--- src/rtl/acc_mmu_arbiter.sv ---
// Round-robin arbiter sharing the single accelerator MMU translation port
// between several requesters, one translation outstanding at a time.

package acc_mmu_pkg;
    localparam int unsigned XLEN = 64;
    localparam int unsigned VLEN = 64;
    localparam int unsigned PLEN = 56;

    typedef struct packed {
        logic [XLEN-1:0] cause;
        logic [XLEN-1:0] tval;
        logic            valid;
    } exception_t;

    typedef struct packed {
        logic            acc_mmu_misaligned_ex;
        logic            acc_mmu_req;
        logic [VLEN-1:0] acc_mmu_vaddr;
        logic            acc_mmu_is_store;
    } acc_mmu_req_t;

    typedef struct packed {
        logic            acc_mmu_dtlb_hit;
        logic            acc_mmu_valid;
        logic [PLEN-1:0] acc_mmu_paddr;
        exception_t      acc_mmu_exception;
    } acc_mmu_resp_t;
endpackage

module acc_mmu_arbiter
    import acc_mmu_pkg::*;
#(
    parameter int unsigned NumReq = 2,
    parameter int unsigned IdxW   = $clog2(NumReq)
) (
    input  logic                         clk_i,
    input  logic                         rst_i,
    input  logic                         flush_i,
    input  logic [NumReq-1:0]            req_valid_i,
    output logic [NumReq-1:0]            req_ready_o,
    input  logic [NumReq-1:0][VLEN-1:0]  req_vaddr_i,
    input  logic [NumReq-1:0]            req_is_store_i,
    input  logic [NumReq-1:0]            req_misaligned_ex_i,
    output logic [NumReq-1:0]            resp_valid_o,
    output logic [PLEN-1:0]              resp_paddr_o,
    output exception_t                   resp_exception_o,
    output logic                         resp_dtlb_hit_o,
    output acc_mmu_req_t                 mmu_req_o,
    input  acc_mmu_resp_t                mmu_resp_i
);

    if (NumReq < 2 || NumReq > 8) begin : g_bad_numreq
        $error("acc_mmu_arbiter: NumReq must be within 2..8");
    end

    typedef enum logic [1:0] {IDLE, XLATE, RESP} state_t;

    state_t            state;
    logic [IdxW-1:0]   last_owner;
    logic [IdxW-1:0]   owner;
    logic              drop;
    logic [NumReq-1:0] resp_sel;

    logic              grant_any;
    logic [IdxW-1:0]   grant_idx;
    logic [IdxW-1:0]   cand;

    // Walk the ring starting after the last owner; wraps explicitly so
    // non-power-of-two NumReq never produces an out-of-range index.
    always_comb begin
        grant_any = 1'b0;
        grant_idx = '0;
        cand      = last_owner;
        for (int k = 0; k < NumReq; k++) begin
            cand = (32'(cand) == NumReq - 1) ? '0 : cand + 1'b1;
            if (!grant_any && req_valid_i[cand]) begin
                grant_any = 1'b1;
                grant_idx = cand;
            end
        end
    end

    always_comb begin
        req_ready_o = '0;
        if (state == IDLE && grant_any) req_ready_o[grant_idx] = 1'b1;
    end

    // A flush arriving in the response cycle itself still suppresses delivery.
    assign resp_valid_o = (state == RESP && !flush_i) ? resp_sel : '0;

    always_ff @(posedge clk_i) begin
        if (rst_i) begin
            state            <= IDLE;
            last_owner       <= IdxW'(NumReq - 1);
            owner            <= '0;
            drop             <= 1'b0;
            resp_sel         <= '0;
            mmu_req_o        <= '0;
            resp_paddr_o     <= '0;
            resp_exception_o <= '0;
            resp_dtlb_hit_o  <= 1'b0;
        end else begin
            case (state)
                IDLE: begin
                    if (grant_any) begin
                        owner      <= grant_idx;
                        last_owner <= grant_idx;
                        drop       <= 1'b0;
                        mmu_req_o  <= '{acc_mmu_misaligned_ex: req_misaligned_ex_i[grant_idx],
                                        acc_mmu_req:           1'b1,
                                        acc_mmu_vaddr:         req_vaddr_i[grant_idx],
                                        acc_mmu_is_store:      req_is_store_i[grant_idx]};
                        state      <= XLATE;
                    end
                end
                XLATE: begin
                    // A page walk cannot be abandoned: keep requesting, just forget the result.
                    if (flush_i) drop <= 1'b1;
                    if (mmu_resp_i.acc_mmu_valid) begin
                        resp_paddr_o     <= mmu_resp_i.acc_mmu_paddr;
                        resp_exception_o <= mmu_resp_i.acc_mmu_exception;
                        resp_dtlb_hit_o  <= mmu_resp_i.acc_mmu_dtlb_hit;
                        resp_sel         <= (drop || flush_i) ? '0 : NumReq'(1) << owner;
                        mmu_req_o        <= '0;
                        state            <= RESP;
                    end
                end
                RESP: begin
                    resp_sel <= '0;
                    state    <= IDLE;
                end
                default: state <= IDLE;
            endcase
        end
    end

endmodule

--- config.mk ---
export PLATFORM = sky130hd
export DESIGN_NAME = acc_mmu_arbiter
export DESIGN_NICKNAME = d
export VERILOG_FILES = /design/src/rtl/acc_mmu_arbiter.sv
export SDC_FILE = /design/constraint.sdc
export NUM_CORES = 1
export LEC_CHECK = 0
export ABC_AREA = 0
export CORE_AREA = 2 2 229 231
export CTS_CLUSTER_DIAMETER = 50
export DETAILED_ROUTE_END_ITERATION = 16
export DIE_AREA = 0 0 231 233
export GPL_ROUTABILITY_DRIVEN = 0
export PLACE_DENSITY = 0.57
export RECOVER_POWER = 100
export SYNTH_ARGS = -nofsm -noshare
export SYNTH_HDL_FRONTEND = slang
export SYNTH_SLANG_ARGS = --single-unit
--- constraint.sdc ---
create_clock -name clk_i -period 1.47 [get_ports clk_i]
set_input_delay 0.294 -clock clk_i [delete_from_list [all_inputs] [get_ports clk_i]]
set_output_delay 0.294 -clock clk_i [all_outputs]
set_load 0.005 [all_outputs]
==> flow_summary.json <==
{
  "rsz0062_at_grt": "yes",
  "routed_wl_mm": 47.20,
  "yosys_warnings": 0,
  "yosysSeqAreaShare_pct": 54.69,
  "critPathRequiredTime_ns": 1.18,
  "hold_slack_ns": 0.2844,
  "num_rows": 83,
  "ys_seq_elements": 260,
  "cts-root-buf": "clkbuf_16",
  "finalClockSkew_ns": 0.01840,
  "drive_gt1_share_pct": 32.67,
  "setup_violations": 282,
  "core_mm2": 0.05109,
  "vias": 10460,
  "cts_buffer_depth": 3,
  "syn_inst": 1075,
  "p_leak_nw": 8.419,
  "dp.cells": 2303,
  "wl_per_cell_um": 19.31,
  "cp_cell_sequence": "buf_4 > nand2b_4 > nor3b_2 > buf_2",
  "synth_fp_nets": 1399,
  "cts.sinks": 260,
  "critPathKind": "register to output port",
  "portBuffers": 580,
  "stdcell_area_mm2": 0.02074,
  "max_clock_freq_mhz": 575.3,
  "drc": 0,
  "cts_max_level": 2,
  "final_hold_viol_count": 0,
  "grt-ovfl-total": 0,
  "dp_hpwl_mm": 30.75,
  "cts_tree": "yes",
  "critPathMaxFanout": 4,
  "ant_nets": 0,
  "period_share_pct": 118.3,
  "start_util_pct": 18.63,
  "vias_per_cell": 4.278,
  "violations": "negative setup slack",
  "layout.nets": 2057,
  "postLayoutSetupSlackWorst_ns": -0.2684,
  "track_usage_pct": 14.88,
  "synth.distinct_cells": 25,
  "first_global_vias": 10140,
  "timing_worst_slew_pin_value_ns": 0.5224,
  "hold_path_class": "input port to register",
  "cts_buffers": 39,
  "crit_family": "flip-flops",
  "maxCapViolations": 0,
  "placed_cell_area_mm2": 0.01646,
  "drtPass1Iterations": 4,
  "antenna_found_initial": 10,
  "ir_drop_uv": 748.6,
  "powerDensity_mw_per_mm2": 1043,
  "grt_start_max_net_pins": 73,
  "dieArea_mm2": 0.05382,
  "p_total_mw": 21.63,
  "die_w_um": 231,
  "io_pins": 581,
  "grt_pass1_wl_mm": 60.91,
  "synth.avg_cell_area_um2": 8.854,
  "start_kind": "register",
  "stdcell_count": 2444,
  "worst_setup_path_end_kind": "output port",
  "crit_slowest_cell": "dfxtp_4",
  "finalCriticalPeriod_ns": 1.738,
  "drtIter0Drc": 266,
  "drv_slew": 0,
  "clk_pin_slew_ns": 0.06,
  "syn-cell-area_mm2": 0.009518,
  "crit_buf_inv": 2,
  "outcome": "finished with violations",
  "slew_headroom_pct": 65.17,
  "tns_ns": -21.18,
  "cp_slowest_stage_delay_ns": 0.37,
  "area.growth.synth_to_final_pct": 117.9,
  "die_y_um": 233,
  "clk_latency_ns": 0.54,
  "cp.arrival_ns": 1.44
}
==> cells in the mapped netlist <==
cell type | count | area [µm²]
a21oi_1 | 192 | 960.9
or3_4 | 2 | 22.52
mux2i_1 | 66 | 660.6
o21ai_0 | 3 | 15.01
a221o_1 | 1 | 10.01
buf_1 | 2 | 7.510
clkbuf_1 | 45 | 168.9
a31oi_4 | 1 | 21.27
and3b_1 | 1 | 8.760
dfxtp_1 | 260 | 5205
inv_1 | 3 | 11.26
nor2_1 | 5 | 18.77
nor3b_1 | 2 | 15.01
nand3b_1 | 2 | 15.01
nand2_1 | 375 | 1408
buf_2 | 25 | 125.1
or2_1 | 1 | 6.260
buf_6 | 11 | 123.9
o2bb2ai_2 | 10 | 150.1
a21boi_0 | 1 | 7.510
nand2b_1 | 2 | 12.51
o2bb2ai_1 | 56 | 490.5
buf_4 | 3 | 22.52
nor2b_1 | 1 | 6.260
nand3_1 | 5 | 25.02
==> tightest hold or removal path: stages <==
cell and delay, ns:
clkdlybuf4s50_1 0.39, nand2_1 0.05, a21oi_1 0.05
==> stage by stage <==
step / utilization, % / setup WS, ns
2_1_floorplan: - / 0.07894
3_3_place_gp: 32.22 / -0.9833
3_5_place_dp: 32.22 / -0.9900
4_1_cts: 35.62 / -0.3468
5_1_grt: 40.59 / -0.3562
6_report: 40.59 / -0.2684
==> report_power, final <==
| part | internal (mW) | switching, mW |
|---|---|---|
| clock | 6.08 | 3.68 |
| sequential | 7.48 | 0.284 |
| combinational | 2.40 | 1.71 |
==> cell families (layout without fill, tap and decap cells) <==
group | count (synthesis) | after routing | synth area share [%]
buffers and inverters | 89 | 774 | 4.824
multiplexers | 66 | 66 | 6.941
other | 0 | 4 | 0
flip-flops | 260 | 260 | 54.69
AND/OR/NAND/NOR | 396 | 396 | 16.16
AO/OA/AOI/OAI | 264 | 264 | 17.39
==> placed cells by master (no fill, tap or decap), types with 5 or more instances in the layout <==
cell type	Yosys	final
clkbuf_16	0	64
inv_8	0	5
clkdlybuf4s15_1	0	87
o2bb2ai_1	56	55
clkbuf_8	0	6
dfxtp_1	260	231
nand2_4	0	122
buf_6	11	16
dlygate4sd2_1	0	135
clkdlybuf4s15_2	0	22
buf_16	0	16
a21oi_2	0	130
clkdlybuf4s50_1	0	322
mux2i_1	66	66
nand2_1	375	206
o2bb2ai_2	10	10
buf_8	0	9
buf_4	3	25
dfxtp_2	0	27
a21oi_1	192	62
buf_2	25	12
buf_12	0	33
nand2_2	0	47
==> state kept, by name, indices dropped and copies added (netlist names) <==
name / cells
resp_dtlb_hit_o: 1
resp_exception_o: 129
drop: 1
resp_paddr_o: 56
resp_sel: 2
mmu_req_o: 67
last_owner: 1
state: 2
owner: 1
==> per-layer routing <==
| layer | track usage, % | share of wire [%] | up-vias |
|---|---|---|---|
| li1 | - | - | 4964 |
| met1 | 15.47 | 38 | 4950 |
| met2 | 26.85 | 50 | 437 |
| met3 | 5.699 | 8.1 | 102 |
| met4 | 5.968 | 3.7 | 2 |
| met5 | 0 | 0.028 | - |
==> path summary, 6_finish.rpt <==
| check | start | endpoint | slack (ns) | cells after the start |
|---|---|---|---|---|
| worst min-delay path | mmu_resp_i[49] | resp_exception_o[49]$_SDFFE_PP0P_ | 0.28 | 3 |
| worst max register to register | state[0]$_SDFFE_PP0P_ | mmu_req_o[40]$_SDFFE_PP0P_ | -0.16 | 7 |
| worst min register to register | resp_paddr_o[45]$_SDFFE_PP0P_ | resp_paddr_o[45]$_SDFFE_PP0P_ | 0.45 | 2 |
| worst max-delay path | state[1]$_SDFFE_PP0P_ | resp_valid_o[1] | -0.27 | 4 |
==> layout make-up <==
cell class	count	area, µm²
Multi-Input combinational cell	726	5458
Fill cell	4885	30350
Inverter	3	11.26
Antenna cell	4	10.01
Sequential cell	260	5246
Clock inverter	19	266.5
Timing Repair Buffer	703	7804
Tap cell	680	850.8
Clock buffer	49	1095
==> repair_timing <==
item	CTS	global route
pin swaps	5	244
setup buffers	14	15
gates resized for setup	498	466
hold buffers	1	0
setup endpoints to repair	368	334
cloned	9	32
endpoints found under the hold margin	5	0
Power figures use the tool's default switching activity.
